--- src/rtl/fp_divider_param.sv ---
// fp_divider_param: sequential IEEE-754-style divider (restoring), parametrised widths.
// Define FPDIV_RNE_EN for round-to-nearest-even; otherwise results truncate toward zero.
module fp_divider_param #(
  parameter int EXP_W = 8,
  parameter int MAN_W = 23,
  localparam int W = 1 + EXP_W + MAN_W
) (
  input  logic         clk,
  input  logic         rst_n,
  input  logic         start,
  input  logic [W-1:0] a,
  input  logic [W-1:0] b,
  output logic [W-1:0] result,
  output logic         done,
  output logic         busy,
  output logic [4:0]   flags
);
  localparam int EW = EXP_W + 2;
  localparam int CW = $clog2(MAN_W + 3);
  localparam logic signed [EW-1:0] BIAS = EW'((1 << (EXP_W - 1)) - 1);
  localparam logic signed [EW-1:0] E_MAX = EW'((1 << EXP_W) - 1);
  localparam logic [W-1:0] QNAN = {1'b0, {EXP_W{1'b1}}, 1'b1, {(MAN_W-1){1'b0}}};
  typedef enum logic [2:0] {IDLE, UNPACK, DIVIDE, NORM, ROUND, DONE} state_t;
  state_t state, state_n;
  logic [W-1:0] a_q, b_q, res, sp_res, rnd_res;
  logic [4:0] flg, sp_flg, rnd_flg;
  logic sign, sab, sp, a_nan, b_nan, a_inf, b_inf, a_zero, b_zero;
  logic [EXP_W-1:0] ea, eb;
  logic [MAN_W-1:0] fa, fb, frac;
  logic signed [EW-1:0] e, e_u, e_r;
  logic [MAN_W:0] mb;
  logic [MAN_W+1:0] r, r_sub;
  logic [MAN_W+2:0] q;
  logic [CW-1:0] cnt;
  logic ge, g, st, up, of, uf;
  logic [MAN_W+1:0] sum;
  assign sab = a_q[W-1] ^ b_q[W-1];
  assign ea = a_q[W-2:MAN_W];
  assign eb = b_q[W-2:MAN_W];
  assign fa = a_q[MAN_W-1:0];
  assign fb = b_q[MAN_W-1:0];
  assign a_nan = (&ea) & (|fa);
  assign b_nan = (&eb) & (|fb);
  assign a_inf = (&ea) & ~(|fa);
  assign b_inf = (&eb) & ~(|fb);
  assign a_zero = ~(|ea);
  assign b_zero = ~(|eb);
  assign e_u = $signed({2'b00, ea}) - $signed({2'b00, eb}) + BIAS;
  assign busy = state != IDLE;
  // Special-value resolution; default result is signed infinity
  always_comb begin
    sp = 1'b1;
    sp_res = {sab, {EXP_W{1'b1}}, {MAN_W{1'b0}}};
    sp_flg = 5'b00000;
    if (a_nan | b_nan) sp_res = QNAN;
    else if ((a_zero & b_zero) | (a_inf & b_inf)) begin
      sp_res = QNAN;
      sp_flg = 5'b10000;
    end
    else if (a_inf) sp_flg = 5'b00000;
    else if (b_zero) sp_flg = 5'b01000;
    else if (a_zero | b_inf) sp_res = {sab, {(W-1){1'b0}}};
    else sp = 1'b0;
  end
  assign ge = r >= {1'b0, mb};
  assign r_sub = ge ? r - {1'b0, mb} : r;
  assign g = q[1];
  assign st = q[0] | (|r);
`ifdef FPDIV_RNE_EN
  assign up = g & (st | q[2]);
`else
  assign up = 1'b0;
`endif
  assign sum = {1'b0, q[MAN_W+2:2]} + (MAN_W+2)'(up);
  assign e_r = e + EW'(sum[MAN_W+1]);
  assign frac = sum[MAN_W+1] ? sum[MAN_W:1] : sum[MAN_W-1:0];
  assign of = ~e_r[EW-1] & (e_r >= E_MAX);
  assign uf = e_r[EW-1] | (e_r == '0);
  assign rnd_res = of ? {sign, {EXP_W{1'b1}}, {MAN_W{1'b0}}} :
                   uf ? {sign, {(W-1){1'b0}}} : {sign, e_r[EXP_W-1:0], frac};
  assign rnd_flg = {2'b00, of, uf, g | st | of | uf};
  always_ff @(posedge clk or negedge rst_n)
    if (!rst_n) state <= IDLE;
    else state <= state_n;
  always_comb begin
    state_n = state;
    case (state)
      IDLE:    state_n = start ? UNPACK : IDLE;
      UNPACK:  state_n = sp ? DONE : DIVIDE;
      DIVIDE:  state_n = (cnt == CW'(MAN_W + 2)) ? NORM : DIVIDE;
      NORM:    state_n = ROUND;
      ROUND:   state_n = DONE;
      default: state_n = IDLE;
    endcase
  end
  always_ff @(posedge clk or negedge rst_n)
    if (!rst_n) begin
      result <= '0;
      flags <= '0;
      done <= 1'b0;
      a_q <= '0;
      b_q <= '0;
      sign <= 1'b0;
      e <= '0;
      mb <= '0;
      r <= '0;
      q <= '0;
      cnt <= '0;
      res <= '0;
      flg <= '0;
    end else begin
      done <= 1'b0;
      case (state)
        IDLE: if (start) begin
          a_q <= a;
          b_q <= b;
        end
        UNPACK: begin
          sign <= sab;
          e <= e_u;
          mb <= {1'b1, fb};
          r <= {2'b01, fa};
          q <= '0;
          cnt <= '0;
          res <= sp_res;
          flg <= sp_flg;
        end
        DIVIDE: begin
          r <= r_sub << 1;
          q <= {q[MAN_W+1:0], ge};
          cnt <= cnt + CW'(1);
        end
        NORM: if (!q[MAN_W+2]) begin
          q <= q << 1;
          e <= e - EW'(1);
        end
        ROUND: begin
          res <= rnd_res;
          flg <= rnd_flg;
        end
        default: begin
          result <= res;
          flags <= flg;
          done <= 1'b1;
        end
      endcase
    end
endmodule

--- config.mk ---
export PLATFORM = sky130hd
export DESIGN_NAME = fp_divider_param
export DESIGN_NICKNAME = d
export VERILOG_FILES = /design/src/rtl/fp_divider_param.sv
export SDC_FILE = /design/constraint.sdc
export NUM_CORES = 1
export LEC_CHECK = 0
export BUFFER_PORTS_ARGS = -buffer_cell sky130_fd_sc_hd__clkbuf_2
export CORE_MARGIN = 2
export CORE_UTILIZATION = 50
export CTS_CLUSTER_DIAMETER = 150
export DETAILED_ROUTE_END_ITERATION = 12
export HOLD_SLACK_MARGIN = 0.02
export PLACE_DENSITY = 0.7
export SETUP_SLACK_MARGIN = 0.1
export SLEW_MARGIN = 20
export SYNTH_ARGS = -nofsm -noshare
export SYNTH_HDL_FRONTEND = slang
export SYNTH_SLANG_ARGS = --single-unit
--- constraint.sdc ---
create_clock -name clk -period 6.45 [get_ports clk]
set_input_delay 0 -clock clk [delete_from_list [all_inputs] [get_ports clk]]
set_output_delay 0 -clock clk [all_outputs]
set_load 0.01 [all_outputs]
* Yosys cells after proc, flatten, opt, wreduce, memory -nomap -nowiden *
Index checks and enable logic that the tools add are counted.

cells by class
  reductions and logical operators = 18
  equality and inequality tests = 6
  magnitude comparators = 2
  $add $sub $neg = 5
  mux-type cells = 30
  bitwise gates (word level) = 21

operator list
  cell                                                                 count
  2-to-1 mux 31 bit                                                    5
  one-hot mux 26 bit (3 select lines)                                  1
  2-to-1 mux 32 bit                                                    2
  one-hot mux 32 bit (2 select lines)                                  1
  one-hot mux 25 bit (2 select lines)                                  1
  OR reduction 23 bit                                                  2
  2-to-1 mux 26 bit                                                    1
  greater-or-equal comparator 25 x 24 -> 1 bit                         1
  OR reduction 25 bit                                                  1
  2-to-1 mux 24 bit                                                    1
  subtractor 24 bit                                                    1
  one-hot mux 10 bit (2 select lines)                                  1
  one-hot mux 5 bit (2 select lines)                                   2
  AND reduction 8 bit                                                  2
  OR reduction 8 bit                                                   2
  one-hot mux 3 bit (5 select lines)                                   1
  adder 9 x 8 -> 10 bit (second input constant)                        1
  greater-or-equal comparator 10 x 9 -> 1 bit (second input constant)  1
  zero test 10 bit                                                     1
  2-to-1 mux 10 bit                                                    1
  2-to-1 mux 5 bit                                                     2
  subtractor 10 x 2 -> 10 bit (second input constant)                  1
  subtractor 8 x 8 -> 9 bit                                            1
  2-to-1 mux 1 bit                                                     8
  other kinds (17)                                                     41

storage, ports and cells
  input port bits = 67
  output and inout port bits = 39
  register bits = 233
  word-level logic and storage cells = 97

* Longest topological paths before layout *
Gate-level depths: netlist (run 1).

  depth after elaboration = 11
  mapped depth = 13
  depth with buffers taken out = 12

* Worst setup path before layout (run 1) *
No wires, ideal clock.

  path type = register -> register
  start point = register r[0]
  end point = register r[23]
  cell stages (with the launch flop) = 12
  setup slack = 3961 ps
  arrival = 2352 ps
  path buffers = 0
  library setup time = 138 ps
  period minus slack after synthesis = 2489 ps
  required time = 6312 ps
  cells stage by stage = dfrtp_1 -> inv_1 -> ha_1 -> fa_1 -> nor2b_4 -> o31a_1 -> o31a_1 -> o41ai_4 -> o21ai_2 -> a21bo_1 -> mux2i_1 -> a31oi_1

on the way
  cells in the longest elaborated chain, start to end = 3
  elaborated cells on any way between the ends = 4
  those cells by class = 1 x add/sub; 1 x order compare; 2 x mux

ends and longest elaborated chain
  what                                                                                      line    source
  start, declared                                                                           32      logic [MAN_W+1:0] r, r_sub;
  start signal, assigned                                                                    122     r <= {2'b01, fa};
  start signal, assigned                                                                    129     r <= r_sub << 1;
  subtractor 24 bit / greater-or-equal comparator 25 x 24 -> 1 bit (equally long branches)  66, 65
  2-to-1 mux 24 bit (*)                                                                     66      assign r_sub = ge ? r - {1'b0, mb} : r;
  one-hot mux 25 bit (2 select lines) (*)                                                   113     case (state)

Mark *: on every way between the ends. The rest lies on a longest branch, timed or not.
A chain may end at the register's enable or synchronous reset.

* Worst setup path in the final report (run 1) *
  start point = register r[6]
  end point = register r[21]

Same word-level chain as after synthesis.

==> summary.txt, run 1 <==
Status
  • Status: finished, final reports clean

Timing
  • Setup Skew: 16.6 ps
  • Rel. slew slack: 28.9%
  • Final count of negative-setup-slack endpoints: 0
  • Final period util: 49.4%
  • TNS Setup: 0 ps
  • RSZ-0062 raised after global routing: false
  • Worst Tran Pin Value: 1060 ps
  • Max Slew Vio Count: 0
  • Fin. Hold Viols: 0
  • Highest clock rate: roughly 0.31 GHz
  • Min Tclk post-route: between 3000 and 4000 ps

Finish
  • Antenna cells: 0
  • Final non-filler cell total: 1,545
  • Most frequent cells in the layout: dfrtp_1, nand2_1, clkbuf_2
  • Most common cell after layout, fill and taps aside: dfrtp_1
  • Layout cells sized above 1: between 20% and 30%
  • Area growth syn-to-layout: 20.1%
  • Number of nets in the layout: 1,347

Yosys
  • Ys flop type: dfrtp_1
  • Synth Area per Inst: 10.5 µm²
  • Post-synthesis sequential area ratio: 51.1%
  • Seq cells post-synth: 233
  • Cells after Synth: 1,090
  • Synth async-reset ratio: 100%
  • Post-synthesis instance area: between 10,000 and 15,000 µm²
  • Synthesized net count: around 1,200
  • EDFF count, synth: 0
  • Yosys cell types: 69
  • Synth Warn #: 0

Global route
  • GRT overflow: 0
  • Vias in the first global route: 8,808
  • First-pass GRT wire length: 45,100 µm
  • Overall routing resource usage: roughly 23%
  • Initial antenna violation count: 0
  • Largest net degree at the start of global routing: 81

Placement
  • IO Port Bufs: 105
  • Final Wtd Congestion: 0.875
  • Placed instance count: about 1,400
  • HPWL Detailed: roughly 18,000 µm

Power and ir drop
  • Clk network pwr share: 19.6%
  • Cell Pwr Density: 557 nW/µm²
  • Leak: 6.29 nW
  • Seq pwr share: roughly a third
  • Sw Ratio: 41.9%
  • Max VDD drop: 0.000325 V
  • Combinational power share: just under 50%
  • P_int: ~0.0044 W
  • Power Total: between 0.007 and 0.008 W
  • Net Sw Power: 0.00320 W

Detailed routing
  • 1st-iter DRT viols: 619
  • First-pass DRT Iterations: 7
  • Total Wirelength: 27,000 µm
  • Remaining DRCs: 0
  • WL per Instance: 17.5 µm
  • Post-DRT Antenna Nets: 0
  • Via count: 8,841
  • Via-per-instance ratio: ~5.7

Worst setup path
  • WP data arrival: roughly 3600 ps
  • Critical path endpoint category: flip-flop
  • CP required: 6890 ps
  • CP Launch Type: flip-flop
  • Crit-path max FO: 28
  • Critical path type: flip-flop to flip-flop

Min path
  • Min-delay worst type: input pin to asynchronous set/reset pin

Floorplan
  • Core area: roughly 23,000 µm²
  • Die Ht: around 160 µm
  • I/O pin total: 106
  • # rows: 55
  • Initial Utilization: 50.7%
  • Die area: 24,100 µm²
  • Die span in x: 155 µm

Clock tree
  • CTS tree: done
  • H-tree Lvls: 1
  • # clock sinks: 233
  • Root Buffer: clkbuf_16
  • Clock transition at path regs: ~60 ps
  • CTS buffer count: 25
  • Clk_lat worst skew: 540 ps
  • Post-CTS Setup Inserts: 0
  • Clock buffer depth: 3

Job
  • Maximum Capacitance Violations: 0
==> cells in the mapped netlist (3+ instances only) <==
library cell	count	area (µm²)
dfrtp_1	233	5830
nand2_1	154	578
mux2_2	93	1050
o21ai_0	74	370
inv_1	49	184
a22o_1	47	412
nor2_1	47	176
ha_1	37	463
a21oi_1	34	170
clkbuf_1	31	116
a31oi_1	28	175
nand3_1	27	135
nor4_1	21	131
buf_2	19	95.1
nor3_1	18	90.1
o31ai_1	16	120
xnor2_1	15	131
nand4_1	14	87.6
and3_1	13	81.3
xor2_1	12	105
a21o_1	11	82.6
nand2b_1	9	56.3
and2_1	6	37.5
o21a_1	5	37.5
or3_1	5	31.3
nor2b_1	4	25.0
o21bai_1	4	30.0
a211o_1	3	26.3
a221o_1	3	30.0
a32o_1	3	30.0
or2_2	3	18.8
or4_1	3	22.5
==> critical path, cell delays in order, from the launching register on <==
cell	delay (ps)
dfrtp_1	430
ha_1	360
and2_1	180
nand3_1	150
a21oi_2	210
o2111ai_2	150
a31oi_2	280
a41o_1	930
o31ai_1	170
a31oi_1	230
==> routing by layer <==
| metal | up-vias | GRT usage, % | part of all wire [%] |
|---|---|---|---|
| met2 | 256 | 38.5 | 47 |
| met4 | 0 | 8.38 | 3.8 |
| met5 | - | 0 | 0 |
| li1 | 4239 | - | - |
| met1 | 4275 | 30.4 | 44 |
| met3 | 71 | 3.57 | 5.2 |
==> kinds of logic after synthesis <==
kind of cell    count (synthesis)  synth area share [%]
simple gates                  332                  13.5
mux                            95                  9.35
buf+inv                       102                  3.73
xor+xnor                       27                  2.07
compound gates                262                  15.8
flops                         233                  51.1
fa+ha+maj                      39                  4.41
==> layout make-up <==
cell class	instances	area [µm²]
timing repair buffer	177	1260
sequential	233	5830
inverter	49	184
clock buffer	36	757
multi-input combinational	755	5210
clock inverter	10	120
fill	1811	8790
tap	285	357
==> sequential cells by signal (all words and copies together) (netlist names) <==
signal	count
r	25
cnt	5
sign	1
flags	5
flg	5
e	10
done	1
q	26
b_q	32
a_q	32
res	32
result	32
state	3
mb	24
==> worst paths after layout <==
check,start,end,slack (ps),cells past startpoint
setup / recovery,r[6],r[21],3260,9
hold / removal,rst_n,result[25],40,2
setup reg to reg,r[6],r[21],3260,9
hold reg to reg,mb[23],mb[23],460,2
max in group asynchronous,rst_n,result[1],4980,3
min in group clk,b[24],b_q[24],220,4
==> power by group through the flow <==
| stage | registers, W | clock network (W) | logic [W] |
|---|---|---|---|
| floorplan | 0.00232 | 0 | 0.00289 |
| global placement | 0.00246 | 0 | 0.00354 |
| detailed placement | 0.00247 | 0 | 0.00360 |
| CTS | 0.00245 | 0.00152 | 0.00366 |
| global route | 0.00254 | 0.00158 | 0.00415 |
| finish | 0.00246 | 0.00150 | 0.00368 |
==> per-stage QoR <==
stage	setup WS (ps)	hold WS [ps]	util [%]	area, µm²
floorplan	3960	-296	-	11400
global placement	3440	31.8	54.0	12100
detailed placement	3330	33.2	54.1	12200
global route	3040	96.6	60.9	13700
finish	3260	44.8	60.9	13700
CTS	3330	61.8	60.9	13700
==> what timing repair did <==
action                                 in CTS  in global routing
endpoints found under the hold margin     142                  0
resized for setup                           0                  0
hold buffers                               65                  0
Power figures use the tool's default switching activity.
==> run 2, diff against run 1 <==
--- a/config.mk
+++ b/config.mk
@@ -5,13 +5,14 @@
 export SDC_FILE = /design/constraint.sdc
 export NUM_CORES = 1
 export LEC_CHECK = 0
+export ABC_AREA = 1
 export BUFFER_PORTS_ARGS = -buffer_cell sky130_fd_sc_hd__clkbuf_2
 export CORE_MARGIN = 2
 export CORE_UTILIZATION = 50
 export CTS_CLUSTER_DIAMETER = 150
 export DETAILED_ROUTE_END_ITERATION = 12
 export HOLD_SLACK_MARGIN = 0.02
-export PLACE_DENSITY = 0.7
+export PLACE_DENSITY = 0.72
 export SETUP_SLACK_MARGIN = 0.1
 export SLEW_MARGIN = 20
 export SYNTH_ARGS = -nofsm -noshare
==> constraint.sdc (replaced) <==
create_clock -name clk -period 2.9 [get_ports clk]
set_input_delay 0 -clock clk [delete_from_list [all_inputs] [get_ports clk]]
set_output_delay 0 -clock clk [all_outputs]
set_load 0.01 [all_outputs]
==> run 2 against run 1 <==
Net effect:
- register-to-register slack worse by 2900 ps
- sequential share of layout area fell by 2.9 points
- via count up 21%
- critical path type unchanged
- critical path depth did not move
- largest cell class unchanged
- highest routed layer unchanged
- sequential power up 110%
- critical endpoint is now r[23]
==> summary.txt, run 2 <==
Finish
  • Most frequent cells in the layout: nand2_1, inv_1, dfrtp_1
  • Number of nets in the layout: 1,797 (+33%)
  • Layout cells sized above 1: 13.9% (-7.6 points)
  • Most common cell after layout, fill and taps aside: nand2_1
  • Area growth syn-to-layout: 20.9%

Yosys
  • Synthesized net count: 1,627 (+36%)
  • Cells after Synth: 1,521 (+40%)
  • Yosys top cell area share: 47.9% (-3.2 points)
  • Seq cells post-synth: 233 (unchanged)
  • Synth Area per Inst: 8.00 µm² (-24%)
  • Post-synthesis sequential area ratio: 47.9% (-3.2 points)
  • Synth Warn #: 0 (unchanged)
  • Synth async-reset ratio: 100% (unchanged)
  • Most frequent cell after synthesis: nand2_1
  • Post-synthesis instance area: 12,200 µm² (+6.6%)
  • Commonest cells in the netlist: nand2_1, inv_1, dfrtp_1
  • Ys flop type: dfrtp_1
  • Yosys cell types: 41 (-41%)
  • Synth area leader: dfrtp_1
  • Main area contributors after synthesis: dfrtp_1, nand2_1, inv_1
  • EDFF count, synth: 0 (unchanged)

Detailed routing
  • Via-per-instance ratio: 5.23 (-8.5%)
  • Post-DRT Antenna Nets: 0 (unchanged)
  • Via count: 10,700 (+21%)
  • WL per Instance: 15.9 µm (-9.0%)
  • Remaining DRCs: 0 (unchanged)
  • Total Wirelength: 32,400 µm (+20%)
  • First-pass DRT Iterations: 6 (-1)
  • 1st-iter DRT viols: 834 (+35%)

Job
  • Maximum Capacitance Violations: 0 (unchanged)

Worst setup path
  • CP required: 3350 ps (-3540 ps)
  • Delay-heaviest family, CP: simple AND/OR/NAND/NOR gates
  • Critical path type: flip-flop to flip-flop
  • Crit-path slowest cell: dfrtp_1
  • Largest stage delay on the critical path: 410 ps (-520 ps)
  • CP dominant cell by count: nand2_1
  • R2R cell count: 9 (unchanged)
  • Reg2reg start: r[11]
  • Crit-path max FO: 16 (-43%)
  • WP data arrival: 2940 ps (-690 ps)
  • Crit-path cells: ha_1, nand2_1, nor2_1, nand2_1, nor3_2, nand2_2, nand3_4, nand3_1, a21oi_1
  • R2R Setup Slk: 400 ps (-2860 ps)
  • CP Launch Type: flip-flop
  • Buffer and inverter count on the worst path: 0 (unchanged)
  • Critical path endpoint category: flip-flop
  • FF-to-FF End: r[23]

Timing
  • Worst Tran Pin Value: 1080 ps (+19.7 ps)
  • Final count of negative-setup-slack endpoints: 0 (unchanged)
  • Setup Skew: 14.0 ps (-2.65 ps)
  • Rel. slew slack: 27.7% (-1.2 points)
  • Post-route setup slack: 401 ps (-2860 ps)
  • Final period util: 86.2% (+37 points)
  • Min Tclk post-route: 2500 ps (-688 ps)
  • RSZ-0062 raised after global routing: false
  • TNS Setup: 0 ps (unchanged)
  • Highest clock rate: 0.400 GHz (+28%)
  • Fin. Hold Viols: 0 (unchanged)
  • Max Slew Vio Count: 0 (unchanged)

Power and ir drop
  • Max VDD drop: 0.000645 V (+98%)
  • Cell Pwr Density: 1240 nW/µm² (+120%)
  • Leak: 7.44 nW (+18%)

Clock tree
  • # clock sinks: 233 (unchanged)
  • Root Buffer: clkbuf_16
  • Clk_lat worst skew: 530 ps (about the same)
  • CTS tree: done
  • CTS buffer count: 26 (+4.0%)
  • Clock buffer depth: 3 (unchanged)
  • Clock transition at path regs: 60 ps (about the same)
  • H-tree Lvls: 1 (unchanged)

Global route
  • Largest net degree at the start of global routing: 81 (unchanged)
  • Overall routing resource usage: 25.6% (+2.6 points)
  • Vias in the first global route: 10,400 (+18%)
  • GRT overflow: 0 (unchanged)
  • Initial antenna violation count: 1 (+1)
  • First-pass GRT wire length: 53,100 µm (+18%)

Placement
  • Post-Place Worst Slack: 269 ps (-3060 ps)
  • HPWL Detailed: 22,100 µm (+25%)
  • IO Port Bufs: 105 (unchanged)
  • Final Wtd Congestion: 1.01 (+15%)

Status
  • Status: finished, final reports clean

Min path
  • Min-delay worst type: input pin to asynchronous set/reset pin

Floorplan
  • Core area: 24,100 µm² (+7.1%)
  • Die Ht: 160 µm (+3.2%)
  • Die span in x: 160 µm (+3.2%)
  • I/O pin total: 106 (unchanged)
  • Initial Utilization: 50.5% (-0.25 points)
  • # rows: 57 (+3.6%)
  • Die area: 25,600 µm² (+6.4%)
-- run 2: through the flow --
step,std cells,total power [W],instance area [µm²],util (%),hold slack (ps)
floorplan,1521,0.0119,12200,-,-296
global placement,1918,0.0142,13100,54.2,31.0
detailed placement,1918,0.0143,13100,54.2,24.7
CTS,2031,0.0180,14700,60.8,71.8
global route,2036,0.0198,14700,61.0,107
finish,2036,0.0182,14700,61.0,36.4
-- run 2: what timing repair did --
action                                  in CTS  in global routing
setup buffers                                0                  3
hold buffers                                65                  0
resized for setup                            0                  1
endpoints found under the hold margin      194                  0
endpoints found under the setup margin       0                 19
-- run 2: how the worst max path moves through the flow --
stage                     startpoint     to  slack [ps]  cells past startpoint
after floorplan              a_q[23]   e[8]         780                     14
after global placement         r[11]  r[20]         330                     11
after detailed placement       r[11]  r[20]         270                     11
after CTS                       r[3]  r[23]         260                     12
after global routing            r[3]   r[6]         170                     14
final                          r[11]  r[23]         400                      9
-- run 2: cells by family (layout without fill, tap and decap cells) --
group	Yosys count	in the layout	synth area share, %
other cells	0	1	0
buf+inv	305	494	9.75
fa+ha+maj	39	39	4.13
mux	30	30	2.78
flops	233	233	47.9
simple gates	629	630	22.2
xor+xnor	13	13	0.936
compound gates	272	272	12.3
-- run 2: area by class of cell --
class                      count  area (µm²)
inverter                     253         950
antenna                        1        2.50
timing repair buffer         193        1400
sequential                   233        5830
fill                        2148        9400
clock buffer                  31         709
clock inverter                17         224
tap                          324         405
multi-input combinational    984        5190
-- run 2: power by group --
part	total (W)	leakage, nW	switching, W	internal, W
Sequential	0.00525	2.89	0.000849	0.00440
Clock	0.00350	0.444	0.00138	0.00212
Combinational	0.00946	4.11	0.00607	0.00339
Total	0.0182	7.44	0.00830	0.00991
-- run 2: layer usage --
| metal | GRT usage (%) | share of wire (%) | up-vias |
|---|---|---|---|
| li1 | - | - | 5263 |
| met4 | 8.76 | 2.8 | 0 |
| met3 | 3.90 | 5.9 | 56 |
| met2 | 40.4 | 45 | 335 |
| met5 | 0 | 0 | - |
| met1 | 36.3 | 46 | 5004 |
-- run 2: worst register-to-register path: cells and delay by family, from the launching register on --
kind	cells	cell delay, ps
AO/OA/AOI/OAI	1	190
flip-flops	1	410
AND/OR/NAND/NOR	7	1450
adder cells (fa/ha/maj)	1	370
